## src/rtl/msg_poly_encoder.sv

```systemverilog
// Captures {msg, coin, pre_k}; streams Decompress_1(msg) as LANES coefficients per beat, idx 0 first.
// Latency: first beat the cycle after accept. Backpressure: beat stalls (stable) while out_ready is low.
module msg_poly_encoder #(
  parameter int KYBER_N = 256,
  parameter int KYBER_Q = 3329,
  parameter int COEFF_W = 12,
  parameter int LANES   = 1
) (
  input  logic                     clk,
  input  logic                     rst,
  input  logic                     in_valid,
  output logic                     in_ready,
  input  logic [KYBER_N-1:0]       msg,
  input  logic [KYBER_N-1:0]       coin,
  input  logic [KYBER_N-1:0]       pre_k,
  output logic [KYBER_N-1:0]       coin_out,
  output logic [KYBER_N-1:0]       pre_k_out,
  output logic                     seed_valid,
  output logic                     out_valid,
  input  logic                     out_ready,
  output logic [LANES*COEFF_W-1:0] out_data,
  output logic [7:0]               out_idx,
  output logic                     out_last,
  output logic                     done
);

  localparam logic [COEFF_W-1:0] COEFF_ONE = COEFF_W'((KYBER_Q + 1) / 2);
  localparam logic [7:0]         LAST_IDX  = 8'(KYBER_N - LANES);
  localparam logic [7:0]         STEP      = 8'(LANES);

  typedef enum logic {IDLE, STREAM} state_t;

  state_t             state, state_nxt;
  logic [KYBER_N-1:0] msg_sr;
  logic [7:0]         idx;
  logic               accept, beat;

  always_comb begin
    state_nxt = state;
    in_ready  = 1'b0;
    out_valid = 1'b0;
    case (state)
      IDLE: begin
        in_ready = 1'b1;
        if (in_valid) state_nxt = STREAM;
      end
      STREAM: begin
        out_valid = 1'b1;
        if (out_ready && out_last) state_nxt = IDLE;
      end
      default: state_nxt = IDLE;
    endcase
  end

  assign accept   = in_valid & in_ready;
  assign beat     = out_valid & out_ready;
  assign out_last = out_valid && (idx == LAST_IDX);
  assign out_idx  = idx;

  // The message is shifted down each beat, so lane j always reads bit j.
  always_comb begin
    out_data = '0;
    for (int j = 0; j < LANES; j++) begin
      if (out_valid && msg_sr[j]) out_data[j*COEFF_W +: COEFF_W] = COEFF_ONE;
    end
  end

  always_ff @(posedge clk) begin
    if (rst) begin
      state      <= IDLE;
      msg_sr     <= '0;
      idx        <= '0;
      coin_out   <= '0;
      pre_k_out  <= '0;
      seed_valid <= 1'b0;
      done       <= 1'b0;
    end else begin
      state <= state_nxt;
      done  <= beat & out_last;
      if (accept) begin
        msg_sr     <= msg;
        coin_out   <= coin;
        pre_k_out  <= pre_k;
        seed_valid <= 1'b1;
        idx        <= '0;
      end else if (beat) begin
        msg_sr <= msg_sr >> LANES;
        idx    <= out_last ? 8'd0 : idx + STEP;
      end
    end
  end

endmodule
```

## config.mk

```make
export PLATFORM = sky130hd
export DESIGN_NAME = msg_poly_encoder
export DESIGN_NICKNAME = d
export VERILOG_FILES = /design/src/rtl/msg_poly_encoder.sv
export SDC_FILE = /design/constraint.sdc
export NUM_CORES = 2
export LEC_CHECK = 0
export BUFFER_PORTS_ARGS = -buffer_cell sky130_fd_sc_hd__buf_2
export CORE_AREA = 2 2 505 507
export DETAILED_ROUTE_END_ITERATION = 10
export DIE_AREA = 0 0 507 509
export PLACE_DENSITY = 0.35
export REMOVE_ABC_BUFFERS = 1
export SLEW_MARGIN = 20
export SYNTH_ARGS = -nofsm -noshare
export SYNTH_HDL_FRONTEND = slang
export SYNTH_SLANG_ARGS = --single-unit
```

## constraint.sdc

```tcl
create_clock -name clk -period 3.2 [get_ports clk]
set_input_delay 0 -clock clk [delete_from_list [all_inputs] [get_ports clk]]
set_output_delay 0 -clock clk [all_outputs]
set_load 0.02 [all_outputs]
```

==> impl_metrics.json <==
{
  "outcome": "completed",
  "post_cts_buffers": 0,
  "vias_per_cell": 3.67,
  "dp_hpwl_mm": 125,
  "p_int_mw": 19.7,
  "worstSetupPathType": "register to register",
  "p_comb_share_pct": 17.7,
  "postRouteAntennaNets": 0,
  "core-area_um2": 253000,
  "synth_edf_count": 0,
  "worst-path-max-fanout": 60,
  "peakVddDrop_mv": 0.354,
  "slew_headroom_pct": 53.7,
  "ys.flop_type": "dfxtp_1",
  "hold_violations": 0,
  "worst_slew_pin_slew_ps": 694,
  "cp-end-kind": "register",
  "r2r_setup_slack_ps": 360,
  "worst-r2r-cell-count": 7,
  "drtIter0Drc": 1779,
  "utilization_pct": 22.4,
  "grt_overflow": 0,
  "htreeDepth": 3,
  "drive_gt1_share_pct": 24.7,
  "avgSynthCellArea_um2": 7.88,
  "synth_top_cells_by_count": "nand2_1 (1,538), dfxtp_1 (779), a21oi_1 (512)",
  "max-cap-violations": 0,
  "powerDensity_nw_per_um2": 487,
  "critPathRequiredTime_ps": 3880,
  "rows": 185,
  "fin_nets": 7039,
  "port_buffers": 1300,
  "antenna_found_initial": 61,
  "synth_cell_type_count": 27,
  "grt_max_degree": 116,
  "synth_top_area_share_pct": 53.4,
  "synth-async-reset-ratio_pct": 0,
  "cts_resized": 0,
  "first_global_vias": 35600,
  "yosysSeqAreaShare_pct": 53.4,
  "rsz0062_at_grt": "false",
  "gp_congestion": 0.820,
  "pwr-share-clk_pct": 43.6,
  "drv_slew": 0,
  "cts_tree": "built",
  "hold_path_startpoint": "msg[199]",
  "layout_min_cycle_time_ps": 2840,
  "areaGrowthSynthToFinish_pct": 94.2,
  "syn_inst": 3706,
  "start_util_pct": 11.6,
  "synth_area_leaders": "dfxtp_1 (53%), nand2_1 (20%), a21oi_1 (8.8%), a311oi_1 (7.2%), nor2_1 (3.4%)",
  "first_pass_iters": 5,
  "routedWlPerCell_um": 17.5,
  "finalPower_mw": 27.6,
  "fin_ws_ps": 358,
  "fin_setup_tns_ps": 0,
  "clock_latency_ps": 740,
  "synth_seq_cells": 779,
  "dieArea_um2": 258000,
  "cts.sinks": 779,
  "ys.warnings.count": 0,
  "min_period_over_period_pct": 88.8,
  "synth.most_common_cell": "nand2_1",
  "die_w_um": 507,
  "reg2reg_to": "coin_out[118]$_SDFFE_PP0P_",
  "post-place-ws_ps": 924,
  "netSwitchingFraction_pct": 28.5,
  "leakage_nw": 24.3,
  "min_to": "msg_sr[199]$_SDFFE_PP0P_",
  "setup.worst_path.start_class": "register",
  "synth_top_cell_by_area": "dfxtp_1",
  "max_freq_mhz": 352,
  "drc_errors": 0,
  "seqPwrFrac_pct": 38.7,
  "grt_usage_pct": 12.5,
  "p_switching_mw": 7.87,
  "grt_pass1_wl_mm": 243,
  "hold_class": "primary input to register",
  "hold_path_depth": 4,
  "root_buffer": "clkbuf_16",
  "setup_viol": 0,
  "path_clk_slew_ps": 60,
  "regToRegStartpoint": "state$_SDFF_PP0_",
  "fp.dieH_um": 509,
  "vias": 35800,
  "syn-cell-area_um2": 29200,
  "skew_ps": 27.8,
  "numCtsBuffers": 103,
  "critPathArrivalTime_ps": 3530,
  "ios": 1309,
  "routed_wl_mm": 171,
  "n_fill_cell": 28200,
  "clockBufferDepth": 3
}
-- worst max path at each step --
stage | start | end | slack (ps)
after floorplan | state$_SDFF_PP0_ | msg_sr[0]$_SDFFE_PP0P_ | -23190
after global placement | state$_SDFF_PP0_ | coin_out[40]$_SDFFE_PP0P_ | 930
after detailed placement | state$_SDFF_PP0_ | pre_k_out[96]$_SDFFE_PP0P_ | 920
after CTS | state$_SDFF_PP0_ | coin_out[118]$_SDFFE_PP0P_ | 400
after global routing | state$_SDFF_PP0_ | coin_out[118]$_SDFFE_PP0P_ | 190
final | state$_SDFF_PP0_ | coin_out[118]$_SDFFE_PP0P_ | 360
-- cell families after synthesis --
family	after synthesis	share of synthesized area, %
muxes	2	0.0685
adders and majority gates	1	0.0428
other	1	0.0128
AOI/OAI and AO/OA	769	16.8
and+or+nand+nor	1820	23.5
DFF	779	53.4
xor gates and xnor gates	7	0.210
buffers and inverters	327	5.96
-- cell usage in the layout, fill, tap and decap left out, types with 8 or more instances in the layout --
cell type      netlist  layout
dfxtp_1            779     779
diode_2              0      30
buf_4               29      53
conb_1               1       8
clkinv_2             0      13
dlygate4sd3_1        0    1391
buf_12               0      30
a311oi_2            15      15
nor2_1             266     266
buf_2              138    1299
clkbuf_1           125      21
clkbuf_8             0      25
clkbuf_16            0     105
a21oi_1            512     512
nand2_1           1538    1538
a311oi_1           240     240
-- power by group through the flow --
| stage | Sequential (mW) | Clock, mW | Combinational, mW |
|---|---|---|---|
| final | 10.7 | 12.0 | 4.89 |
| after global routing | 10.7 | 12.9 | 5.32 |
| after CTS | 10.7 | 12.6 | 4.95 |
| after detailed placement | 10.9 | 0 | 3.51 |
| after global placement | 10.9 | 0 | 3.49 |
| after floorplan | 11.3 | 0 | 1.90 |
-- layer usage --
layer	routed length [um]	global-route usage, %	up-vias	part of all wire, %
met4	5400	4.26	38	3.2
met2	79500	20.8	1143	47
met3	12500	3.53	236	7.3
li1	-	-	17400	-
met1	73000	15.4	16900	43
met5	249	0	-	0.15
-- layout make-up --
class                           instances  area, um2  share of cell area [%]
Timing Repair Buffer                 2774      21400                    37.8
Sequential cell                       779      15600                    27.5
Multi-Input combinational cell       2607      11900                    21.0
Tap cell                             3366       4210                    7.43
Clock buffer                          151       3050                    5.38
Clock inverter                         33        414                   0.730
Antenna cell                           30       75.1                   0.132
Inverter                                1       3.75                 0.00662
-- through the flow --
step / hold WS (ps) / instances / area [um2]
after floorplan: 67.9 / 3387 / 27500
after global placement: 239 / 8136 / 39300
after detailed placement: 244 / 8136 / 39300
after CTS: 0.293 / 9711 / 56600
after global routing: 48.4 / 9728 / 56700
final: 93.0 / 9741 / 56700
-- worst max-delay path: stages, from the launching register on --
cell and delay (ps):
dfxtp_1 610, inv_2 130, nand2_8 420, buf_12 350, buf_12 260, nand2_1 110, a21oi_1 190, dlygate4sd3_1 570
-- registers in the layout, summed over array words and instances (netlist names) --
register and cells:
coin_out 256, msg_sr 256, pre_k_out 256, out_idx 8, done 1, seed_valid 1
state 1
-- timing repair --
| item | CTS | global route |
|---|---|---|
| hold buffers | 1391 | 0 |
| setup endpoints to repair | 0 | 0 |
| hold endpoints to repair | 778 | 0 |
Power figures use the tool's default switching activity.
